## config.mk

```make
export PLATFORM = sky130hd
export DESIGN_NAME = reaction_ctrl
export DESIGN_NICKNAME = d
export VERILOG_FILES = /design/src/rtl/reaction_pkg.sv /design/src/rtl/tick_prescaler.sv /design/src/rtl/reaction_ctrl.sv
export SDC_FILE = /design/constraint.sdc
export NUM_CORES = 1
export LEC_CHECK = 0
export BUFFER_PORTS_ARGS = -buffer_cell sky130_fd_sc_hd__buf_2
export CORE_MARGIN = 2
export CORE_UTILIZATION = 53
export CTS_CLUSTER_DIAMETER = 60
export DETAILED_ROUTE_END_ITERATION = 7
export PLACE_DENSITY = 0.71
export SYNTH_ARGS = -nofsm -noshare
export SYNTH_HDL_FRONTEND = slang
export SYNTH_SLANG_ARGS = --single-unit
```

## constraint.sdc

```tcl
create_clock -name clk -period 4.5 [get_ports clk]
set_input_delay 0.9 -clock clk [delete_from_list [all_inputs] [get_ports clk]]
set_output_delay 0.9 -clock clk [all_outputs]
set_load 0.02 [all_outputs]
```

## src/rtl/reaction_pkg.sv

```systemverilog
// Shared types and constants for the reaction-timer controller.
package reaction_pkg;

  typedef enum logic [2:0] {
    ST_IDLE = 3'd0,
    ST_WAIT = 3'd1,
    ST_GO   = 3'd2,
    ST_DONE = 3'd3,
    ST_FOUL = 3'd4
  } state_e;

  // Fibonacci taps 16/14/13/11 expressed as bit positions 15/13/12/10.
  localparam logic [15:0] LFSR_TAPS     = 16'hB400;
  localparam logic [15:0] LFSR_SEED_DEF = 16'hACE1;
  localparam int          CNT_W_DEF     = 24;

  function automatic logic [15:0] lfsr_step(input logic [15:0] s);
    return {s[14:0], ^(s & LFSR_TAPS)};
  endfunction

endpackage

```

## src/rtl/tick_prescaler.sv

```systemverilog
// Free-running divider producing a one-cycle tick every TICK_DIV clocks.
module tick_prescaler #(
  parameter int TICK_DIV = 50000
) (
  input  logic clk,
  input  logic rst_n,
  input  logic clr,
  output logic tick
);

  localparam int            W    = (TICK_DIV > 1) ? $clog2(TICK_DIV) : 1;
  localparam logic [W-1:0]  TERM = W'(TICK_DIV - 1);

  logic [W-1:0] cnt_q, cnt_d;

  // Next count: a clear restarts the period so the first tick lands TICK_DIV cycles later.
  always_comb begin
    cnt_d = cnt_q;
    if (clr) begin
      cnt_d = '0;
    end else if (cnt_q == TERM) begin
      cnt_d = '0;
    end else begin
      cnt_d = cnt_q + 1'b1;
    end
  end

  // Count register.
  always_ff @(posedge clk or negedge rst_n) begin
    if (!rst_n) begin
      cnt_q <= '0;
    end else begin
      cnt_q <= cnt_d;
    end
  end

  assign tick = (cnt_q == TERM);

endmodule

```

## src/rtl/reaction_ctrl.sv

```systemverilog
// Reaction-timer sequencer: random delay, GO indicator, latency measurement
// and a registered score with a one-cycle commit strobe.
module reaction_ctrl
  import reaction_pkg::*;
#(
  parameter int          CNT_W     = CNT_W_DEF,
  parameter int          TICK_DIV  = 50000,
  parameter int          MIN_WAIT  = 1000,
  parameter int          WAIT_BITS = 11,
  parameter logic [15:0] LFSR_SEED = LFSR_SEED_DEF
) (
  input  logic             clk,
  input  logic             rst_n,
  input  logic             btn,
  output logic             led_go,
  output logic [CNT_W-1:0] score,
  output logic             score_valid,
  output logic             foul,
  output logic             busy
);

  localparam int               DLY_W   = $clog2(MIN_WAIT + (2 ** WAIT_BITS)) + 1;
  localparam logic [CNT_W-1:0] CNT_MAX = {CNT_W{1'b1}};
  localparam logic [CNT_W-1:0] CNT_ONE = {{(CNT_W-1){1'b0}}, 1'b1};

  state_e             state_q, state_d;
  logic               btn_q;
  logic [15:0]        lfsr_q;
  logic [DLY_W-1:0]   dly_q, dly_d, dly_load_s;
  logic [CNT_W-1:0]   rcnt_q, rcnt_d, score_q, score_d;
  logic               valid_q, valid_d, foul_q, foul_d;
  logic               led_q, led_d, busy_q, busy_d;
  logic               press_s, tick_s, clr_s;

  assign press_s    = btn & ~btn_q;
  assign dly_load_s = DLY_W'(MIN_WAIT) + DLY_W'(lfsr_q[WAIT_BITS-1:0]);

  tick_prescaler #(.TICK_DIV(TICK_DIV)) u_tick (
    .clk   (clk),
    .rst_n (rst_n),
    .clr   (clr_s),
    .tick  (tick_s)
  );

  // Next state, counters and output values; a press always takes priority over a tick.
  always_comb begin
    state_d = state_q;
    dly_d   = dly_q;
    rcnt_d  = rcnt_q;
    score_d = score_q;
    valid_d = 1'b0;
    case (state_q)
      ST_IDLE, ST_DONE: begin
        if (press_s) begin
          state_d = ST_WAIT;
          dly_d   = dly_load_s;
        end else begin
          state_d = state_q;
        end
      end
      ST_WAIT: begin
        if (press_s) begin
          state_d = ST_FOUL;
          score_d = '0;
        end else if (tick_s) begin
          if (dly_q == DLY_W'(1)) begin
            state_d = ST_GO;
            rcnt_d  = '0;
          end else begin
            dly_d = dly_q - DLY_W'(1);
          end
        end else begin
          dly_d = dly_q;
        end
      end
      ST_GO: begin
        if (press_s) begin
          state_d = ST_DONE;
          score_d = (rcnt_q == '0) ? CNT_ONE : rcnt_q;
          valid_d = 1'b1;
        end else if (tick_s && (rcnt_q != CNT_MAX)) begin
          rcnt_d = rcnt_q + CNT_ONE;
        end else begin
          rcnt_d = rcnt_q;
        end
      end
      ST_FOUL: begin
        if (press_s) begin
          state_d = ST_IDLE;
        end else begin
          state_d = ST_FOUL;
        end
      end
      default: begin
        state_d = ST_IDLE;
      end
    endcase
    clr_s  = (state_d != state_q) && ((state_d == ST_WAIT) || (state_d == ST_GO));
    led_d  = (state_d == ST_GO);
    busy_d = (state_d == ST_WAIT) || (state_d == ST_GO);
    foul_d = (state_d == ST_FOUL);
  end

  // State, LFSR, counters and registered outputs.
  always_ff @(posedge clk or negedge rst_n) begin
    if (!rst_n) begin
      state_q <= ST_IDLE;
      btn_q   <= 1'b0;
      lfsr_q  <= LFSR_SEED;
      dly_q   <= '0;
      rcnt_q  <= '0;
      score_q <= '0;
      valid_q <= 1'b0;
      foul_q  <= 1'b0;
      led_q   <= 1'b0;
      busy_q  <= 1'b0;
    end else begin
      state_q <= state_d;
      btn_q   <= btn;
      lfsr_q  <= lfsr_step(lfsr_q);
      dly_q   <= dly_d;
      rcnt_q  <= rcnt_d;
      score_q <= score_d;
      valid_q <= valid_d;
      foul_q  <= foul_d;
      led_q   <= led_d;
      busy_q  <= busy_d;
    end
  end

  assign led_go      = led_q;
  assign score       = score_q;
  assign score_valid = valid_q;
  assign foul        = foul_q;
  assign busy        = busy_q;

endmodule
```

# Word level (Yosys, flattened, before mapping)
# Index checks and enable logic that the tools add are counted.
# Widths: inputs -> output; s select.
[op_classes]
n_addsub = 4
n_eq_ne = 20
mux = 26
n_bitwise = 2
reduce_logical = 12
[ops]
columns = ["cell", "count"]
rows = [
  ["$mux 24", 8],
  ["$pmux 24 s2", 2],
  ["$mux 13", 4],
  ["$mux 16", 2],
  ["$pmux 13 s2", 1],
  ["$add 24x1->24 const B", 1],
  ["$logic_not 24->1", 1],
  ["$ne 24x24->1 const B", 1],
  ["$mux 3", 6],
  ["$ne 2x2->1 const B", 9],
  ["$add 16x1->16 const B", 1],
  ["$eq 16x16->1 const B", 1],
  ["$reduce_xor 16->1", 1],
  ["$eq 13x1->1 const B", 1],
  ["$sub 13x1->13 const B", 1],
  ["$add 10x11->12 const A", 1],
  ["$pmux 3 s4", 1],
  ["$eq 3x2->1 const B", 3],
  ["$eq 3x1->1 const B", 2],
  ["$eq 3x3->1 const B", 2],
  ["$reduce_and 6->1", 1],
  ["$reduce_and 5->1", 1],
  ["$reduce_bool 2->1", 2],
  ["$logic_not 3->1", 1],
  ["8 further kinds", 10],
]
[word_totals]
reg_bits = 101
inputBits = 3
out_inout_bits = 28
wordCells = 75

# Logic depth before layout (Yosys ltp)
# Gate-level depths: netlist (run 1).
[depth]
ltp_word = 9
ltp_mapped = 9
depth_no_buf = 8

# Hierarchy
# From an unflattened synthesis (run 1), not the netlist that was laid out.
[unflattened]
cells_unflattened = 487
hier_area_um2 = 5108.6
[modules_own_cells]
columns = ["mod", "instances", "cells_each", "area_each_um2", "seq_area_each_um2"]
rows = [
  ["reaction_ctrl", 1, 403, 4286.6, 2137.0],
  ["tick_prescaler", 1, 84, 822.0, 400.4],
]

# Least setup slack after synthesis (run 1)
# OpenSTA, ideal clock, no wires.
[synth_timing]
path_kind = "input to register"
startpoint = "in btn"
endpoint = "reg rcnt_q[15]"
setup_ps = 78
t_arrival_ps = 2607
t_required_ps = 4422
path_slack_ps = 1815
path_stages = 7
n_path_buf = 2
path_cell_list = "nor2b_1 or3_1 clkbuf_1 or3_1 clkbuf_2 or4_1 a21oi_1"
[synth_between]
elab_chain_len = 3
[synth_lines]
columns = ["item", "line", "text"]
rows = [
  ["start: declaration", "reaction_ctrl.sv:14", "input logic btn,"],
  ["$and 1x1->1 (*)", "reaction_ctrl.sv:35", "assign press_s = btn & ~btn_q;"],
  ["$ne 2x2->1 (no line)", "-", ""],
  ["$reduce_and 6->1 (no line) (*)", "-", ""],
  ["end signal: assignment", "reaction_ctrl.sv:122", "rcnt_q <= rcnt_d;"],
  ["end: declaration", "reaction_ctrl.sv:30", "logic [CNT_W-1:0] rcnt_q, rcnt_d, score_q, score_d;"],
]
# Every way passes the cells marked *; elsewhere a longest branch is shown, timed or not.
# A chain may end at the register's enable or synchronous reset.

# Final worst setup path (run 1)
[layout_timing]
startpoint = "reg dly_q[1]"
endpoint = "reg rcnt_q[22]"
[layout_between]
elab_chain_len = 3
[layout_lines]
columns = ["item", "line", "text"]
rows = [
  ["start: declaration", "reaction_ctrl.sv:29", "logic [DLY_W-1:0] dly_q, dly_d, dly_load_s;"],
  ["start signal: assignment", "reaction_ctrl.sv:121", "dly_q <= dly_d;"],
  ["$eq 13x1->1", "reaction_ctrl.sv:66", "if (dly_q == DLY_W'(1)) begin"],
  ["$ne 2x2->1 (no line)", "-", ""],
  ["$reduce_and 6->1 (no line)", "-", ""],
]
# No other way between the ends.

==> impl_metrics.env, run 1 <==
export IMPL_status="finished clean"
export IMPL_die_w_um=98.4
export IMPL_drt_iter0_drc=268
export IMPL_cts_buffers=9
export IMPL_cap_violations=0
export IMPL_r2r_start="dly_q[1]$_DFFE_PN0P_"
export IMPL_finClkSkew_ns=0.0190
export IMPL_power_density_nw_per_um2=391
export IMPL_dr_total_vias=3618
export IMPL_clkTransAtPathRegs_ns=0.10
export IMPL_grt_usage_pct=20.9
export IMPL_crit_arrival_ns=3.14
export IMPL_syn_area_per_cell_um2=10.2
export IMPL_instances_no_fill=603
export IMPL_diodes=0
export IMPL_clkLatencyLatePin_ns=0.35
export IMPL_yosysMostFrequentCell="dfrtp_1"
export IMPL_synth_area_leader_cell="dfrtp_1"
export IMPL_synth_ff_type="dfrtp_1"
export IMPL_yosys_top_cells_area="dfrtp_1, nor2_1, dfstp_2"
export IMPL_synth_cell_type_count=51
export IMPL_synth_cells=462
export IMPL_drc=0
export IMPL_via_per_inst=6.00
export IMPL_synth_top_family_by_area="simple AND/OR/NAND/NOR gates"
export IMPL_root_buffer="clkbuf_8"
export IMPL_async_reset_ff_share_pct=100
export IMPL_hold_buffers=0
export IMPL_post_cts_setup_buffer_count=0
export IMPL_report_final_slew_viol_count=0
export IMPL_grt_pass1_wl_mm=16.6
export IMPL_hold_class="reg2reg"
export IMPL_finalSetupViolations=0
export IMPL_critical_path_required_ns=4.78
export IMPL_setup_worst_path_start="dly_q[1]$_DFFE_PN0P_"
export IMPL_max_freq_mhz=350
export IMPL_multi_input_area_um2=2080
export IMPL_port_buffers=30
export IMPL_synth_seq_cells=101
export IMPL_ant_nets=0
export IMPL_synth_area_um2=4720
export IMPL_period_share_pct=63.6
export IMPL_nets=499
export IMPL_cts_resized=0
export IMPL_drive_above_1_share_pct=13.7
export IMPL_ys_seq_area_share_pct=53.8
export IMPL_htreeDepth=3
export IMPL_synth_common_cells="dfrtp_1, nor2_1, a21oi_1"
export IMPL_grt_max_degree=74
export IMPL_fill_cells=749
export IMPL_synthXorXnorAreaFrac_pct=6.68
export IMPL_start_util_pct=54.4
export IMPL_io_pins=31
export IMPL_netlist_area_leader_share_pct=49.3
export IMPL_relSlewSlack_pct=38.4
export IMPL_clockBufferDepth=2
export IMPL_antenna_found_initial=0
export IMPL_rsz0062_at_grt="false"
export IMPL_p_leak_uw=0.00230
export IMPL_whs_path_depth=0
export IMPL_wl_per_cell_um=15.8
export IMPL_syn2layout_area_growth_pct=9.36
export IMPL_gr_total_overflow=0
export IMPL_seqCellArea_um2=2540
export IMPL_core_area_um2=8680
export IMPL_dpl_cell_count=587
export IMPL_yosysWarnings=0
export IMPL_finalSetupTns_ns=0
export IMPL_globalplace_congestion=0.862
export IMPL_synthMuxAreaShare_pct=0
export IMPL_cts_sinks=101
export IMPL_vdd_ir_drop_max_uv=213
export IMPL_die_area_um2=9670
export IMPL_tightest_slew_ns=0.918
export IMPL_drt_total_wl_mm=9.54
export IMPL_syn_num_nets=471
export IMPL_end_kind="flop"
export IMPL_yosys_area_share_simple_pct=22.1
export IMPL_first_global_vias=3585
export IMPL_synth_compound_area_share_pct=13.6
export IMPL_critPathLaunchType="flop"
export IMPL_rows=34
export IMPL_finalHoldViolations=0
export IMPL_dr_pass1_iters=5
export IMPL_cts_tree="built"
export IMPL_die_height_um=98.4
export IMPL_min_period_ns=2.86
export IMPL_path_max_fanout=8
export IMPL_ff2ff_path_depth=8
export IMPL_dpl_hpwl_mm=6.43
export IMPL_synth_edf_count=0
export IMPL_path_class="reg2reg"
export IMPL_synthAdderAreaFrac_pct=1.59
export IMPL_hp_start="lfsr_q[14]$_DFF_PN0_"
[where the power goes]
| part | switching (µW) | internal (µW) |
|---|---|---|
| sequential | 97.8 | 993 |
| combinational | 257 | 143 |
| clock | 308 | 217 |
| total | 663 | 1350 |
[state kept, by name, indices dropped and copies added (netlist names)]
name,flops
score,24
foul,1
busy,1
state_q,3
led_go,1
lfsr_q,16
dly_q,13
rcnt_q,24
score_valid,1
btn_q,1
u_tick.cnt_q,16
[cell usage in the layout, fill, tap and decap left out, drive strengths merged, types with 17 or more instances in the layout]
cell and count:
nand2 21, dfrtp 93, nand3 22, o21ai 23
xnor2 23, nor2 62, nor4 17, buf 36
a22o 23, a21oi 25
[critical path, cell delays in order, from the launching register on]
cell and delay (ns):
dfrtp_1 0.41, inv_1 0.10, ha_1 0.16, nor4b_1 0.44, nand4b_4 0.19, o21ai_1 0.55
nand4_1 0.40, or3_1 0.41, a21oi_1 0.14
[area by class of cell]
cell class                      count  area share (%)
Sequential cell                   101            49.2
Multi-Input combinational cell    333            40.3
Timing Repair Buffer               36            3.83
Clock buffer                       11            2.74
Tap cell                          108            2.62
Clock inverter                      5           0.655
Inverter                            9           0.655
[metal layers]
| layer | track usage [%] | wire (µm) |
|---|---|---|
| met1 | 30.3 | 4630 |
| met3 | 3.94 | 446 |
| met2 | 32.0 | 4340 |
| met5 | 0 | 0 |
| met4 | 6.74 | 112 |
[path summary, 6_finish.rpt]
| check | to | slack (ns) |
|---|---|---|
| max | rcnt_q[22]$_DFFE_PN0P_ | 1.64 |
| min | lfsr_q[15]$_DFF_PN1_ | 0.36 |
| max reg2reg | rcnt_q[22]$_DFFE_PN0P_ | 1.64 |
| min reg2reg | lfsr_q[15]$_DFF_PN1_ | 0.36 |
| max in group asynchronous | lfsr_q[15]$_DFF_PN1_ | 2.87 |
| min in group asynchronous | lfsr_q[3]$_DFF_PN0_ | 0.67 |
[per-stage QoR]
step                cell area, µm²  worst slack, ns  total power, µW  utilization [%]  hold WS, ns
global placement              4980             1.52             1490             57.4        0.334
floorplan                     4720             1.82             1390                -        0.333
finish                        5160             1.64             2020             59.5        0.357
detailed placement            4980             1.47             1510             57.4        0.346
global route                  5160             1.44             2140             59.5        0.379
CTS                           5160             1.69             2030             59.5        0.359
[logic make-up after synthesis]
| group | count (synthesis) |
|---|---|
| and+or+nand+nor | 195 |
| adders and majority gates | 6 |
| xor gates and xnor gates | 36 |
| DFF | 101 |
| AOI/OAI and AO/OA | 96 |
| buffers and inverters | 28 |
No activity file was read; power rests on OpenSTA's default activity.
==> run 2, diff against run 1 <==
--- a/config.mk
+++ b/config.mk
@@ -5,6 +5,7 @@
 export SDC_FILE = /design/constraint.sdc
 export NUM_CORES = 1
 export LEC_CHECK = 0
+export ABC_AREA = 1
 export BUFFER_PORTS_ARGS = -buffer_cell sky130_fd_sc_hd__buf_2
 export CORE_MARGIN = 2
 export CORE_UTILIZATION = 53
==> constraint.sdc (replaced) <==
create_clock -name clk -period 3 [get_ports clk]
set_input_delay 0.6 -clock clk [delete_from_list [all_inputs] [get_ports clk]]
set_output_delay 0.6 -clock clk [all_outputs]
set_load 0.02 [all_outputs]
==> run 2 against run 1 <==
- synthesized cell count grew 47%
- critical path depth grew 3
- sequential cell count is the same
- clock skew shrank 0.011 ns
- sequential share of layout area shrank 6.8 points
- global-route usage grew 3.1 points
- synthesized area grew 18%
- final cell count grew 40%
- routed wire length grew 31%
- clock power grew 69%
- critical endpoint is now rcnt_q[0]$_DFFE_PN0P_
==> impl_metrics.env, run 2 <==
export IMPL_port_buffers=30
export IMPL_report_final_slew_viol_count=0
export IMPL_drc=0
export IMPL_min_period_ns=2.22
export IMPL_p_leak_uw=0.00275
export IMPL_antenna_found_initial=0
export IMPL_synth_area_leader_cell="dfrtp_1"
export IMPL_diodes=0
export IMPL_ff2ff_path_depth=11
export IMPL_dr_pass1_iters=5
export IMPL_synth_edf_count=0
export IMPL_rows=37
export IMPL_nets=712
export IMPL_cts_sinks=101
export IMPL_gr_total_overflow=0
export IMPL_synth_cell_type_count=43
export IMPL_drt_iter0_drc=298
export IMPL_r2r_start="state_q[0]$_DFF_PN0_"
export IMPL_post_cts_setup_buffer_count=0
export IMPL_final_common_cell="nand2_1"
export IMPL_ys_seq_area_share_pct=45.5
export IMPL_finalSetupViolations=0
export IMPL_crit_arrival_ns=2.49
export IMPL_drive_above_1_share_pct=18.2
export IMPL_finClkSkew_ns=0.00845
export IMPL_clkLatencyLatePin_ns=0.38
export IMPL_grt_usage_pct=24.0
export IMPL_final_cell_mix="nand2_1, dfrtp_1, nor2_1, nand3_1, inv_1"
export IMPL_status="finished clean"
export IMPL_htreeDepth=3
export IMPL_path_class="reg2reg"
export IMPL_async_reset_ff_share_pct=100
export IMPL_die_height_um=107
export IMPL_synth_common_cells="nand2_1, dfrtp_1, nand3_1, nor2_1, inv_1"
export IMPL_tightest_slew_ns=0.618
export IMPL_ant_nets=0
export IMPL_io_pins=31
export IMPL_clockBufferDepth=2
export IMPL_core_area_um2=10300
export IMPL_finalHoldViolations=0
export IMPL_start_util_pct=54.2
export IMPL_end_kind="flop"
export IMPL_max_freq_mhz=451
export IMPL_dr_total_vias=4598
export IMPL_clkTransAtPathRegs_ns=0.10
export IMPL_netlist_area_leader_share_pct=41.8
export IMPL_cap_violations=0
export IMPL_die_area_um2=11400
export IMPL_yosysWarnings=0
export IMPL_first_global_vias=4482
export IMPL_rsz0062_at_grt="false"
export IMPL_critPathLaunchType="flop"
export IMPL_drt_total_wl_mm=12.5
export IMPL_yosys_top_cells_area="dfrtp_1, nand2_1, nand3_1"
export IMPL_syn_num_nets=688
export IMPL_synth_area_um2=5570
export IMPL_synth_cells=679
export IMPL_cts_resized=0
export IMPL_final_core_util_pct=58.3
export IMPL_grt_pass1_wl_mm=21.6
export IMPL_hold_buffers=0
export IMPL_die_w_um=107
export IMPL_cts_tree="built"
export IMPL_path_max_fanout=46
export IMPL_relSlewSlack_pct=58.5
export IMPL_reg2reg_to="rcnt_q[0]$_DFFE_PN0P_"
export IMPL_yosysMostFrequentCell="nand2_1"
export IMPL_vdd_ir_drop_max_uv=365
export IMPL_via_per_inst=5.45
export IMPL_synth_seq_cells=101
export IMPL_critical_path_required_ns=3.28
export IMPL_syn2layout_area_growth_pct=7.57
export IMPL_hold_class="in2async"
export IMPL_root_buffer="clkbuf_8"
export IMPL_cts_buffers=9
export IMPL_power_density_nw_per_um2=656
export IMPL_period_share_pct=73.9
export IMPL_finalSetupTns_ns=0
export IMPL_ff2ff_setup_slack_ns=0.78
export IMPL_wl_per_cell_um=14.8
export IMPL_grt_max_degree=69
export IMPL_syn_area_per_cell_um2=8.21
export IMPL_globalplace_congestion=0.934
export IMPL_synth_ff_type="dfrtp_1"
export IMPL_dpl_hpwl_mm=8.84
## run 2: per-layer routing
layer  vias to the layer above  share of wire [%]  track usage [%]  wire (µm)
li1                       2256                  -                -          -
met1                      2226                 44             32.0       5550
met2                       106                 50             39.4       6320
met3                        10                4.3             6.32        545
met4                         0               0.95             5.84        119
met5                         -                  0                0          0
## run 2: worst max path at each step
stage | cells after the start | startpoint | end | slack (ns)
after floorplan | 10 | btn | dly_q[1]$_DFFE_PN0P_ | 1.10
after global placement | 10 | btn | u_tick.cnt_q[0]$_DFF_PN0_ | 0.76
after detailed placement | 10 | btn | u_tick.cnt_q[15]$_DFF_PN0_ | 0.67
after CTS | 13 | rcnt_q[0]$_DFFE_PN0P_ | rcnt_q[14]$_DFFE_PN0P_ | 0.82
after global routing | 11 | state_q[0]$_DFF_PN0_ | rcnt_q[0]$_DFFE_PN0P_ | 0.56
final | 11 | state_q[0]$_DFF_PN0_ | rcnt_q[0]$_DFFE_PN0P_ | 0.78
## run 2: per-stage QoR
stage	cell area [µm²]	cells	setup WS, ns	total power (µW)	hold WS (ns)
after floorplan	5570	679	1.10	2860	0.304
after global placement	5800	828	0.759	3010	0.337
after detailed placement	5800	828	0.666	3060	0.354
after CTS	5990	844	0.821	3950	0.174
after global routing	5990	844	0.559	4210	0.174
final	5990	844	0.784	3930	0.161
## run 2: cell type report
| class | instances | area [µm²] |
|---|---|---|
| fillers | 950 | 4280 |
| multi-input cells | 481 | 2610 |
| flip-flops and latches | 101 | 2540 |
| inverters | 78 | 299 |
| repair buffers | 32 | 180 |
| well taps | 136 | 170 |
| clock buffers | 9 | 124 |
| clock inverters | 7 | 73.8 |
## run 2: logic make-up (layout without fill, tap and decap cells)
| group | after synthesis | in the layout | synth area share, % |
|---|---|---|---|
| simple gates | 358 | 358 | 31.5 |
| flops | 101 | 101 | 45.5 |
| buf+inv | 97 | 126 | 7.63 |
| compound gates | 86 | 86 | 9.12 |
| xor+xnor | 31 | 31 | 4.87 |
| fa+ha+maj | 6 | 6 | 1.35 |
## run 2: power by group
part           leakage [µW]  internal (µW)  total, µW  switching, µW
Combinational       0.00131            402       1410           1010
Clock              0.000100            390        888            497
Sequential          0.00134           1510       1630            124
## run 2: critical path, stage by stage (launching register included)
cell	delay, ns
dfrtp_1	0.43
inv_2	0.09
nand2_2	0.12
nor2_8	0.07
inv_4	0.26
nor2_8	0.09
inv_4	0.32
nand2_2	0.11
nor3_2	0.27
nand2_1	0.13
o21ai_1	0.15
inv_1	0.05
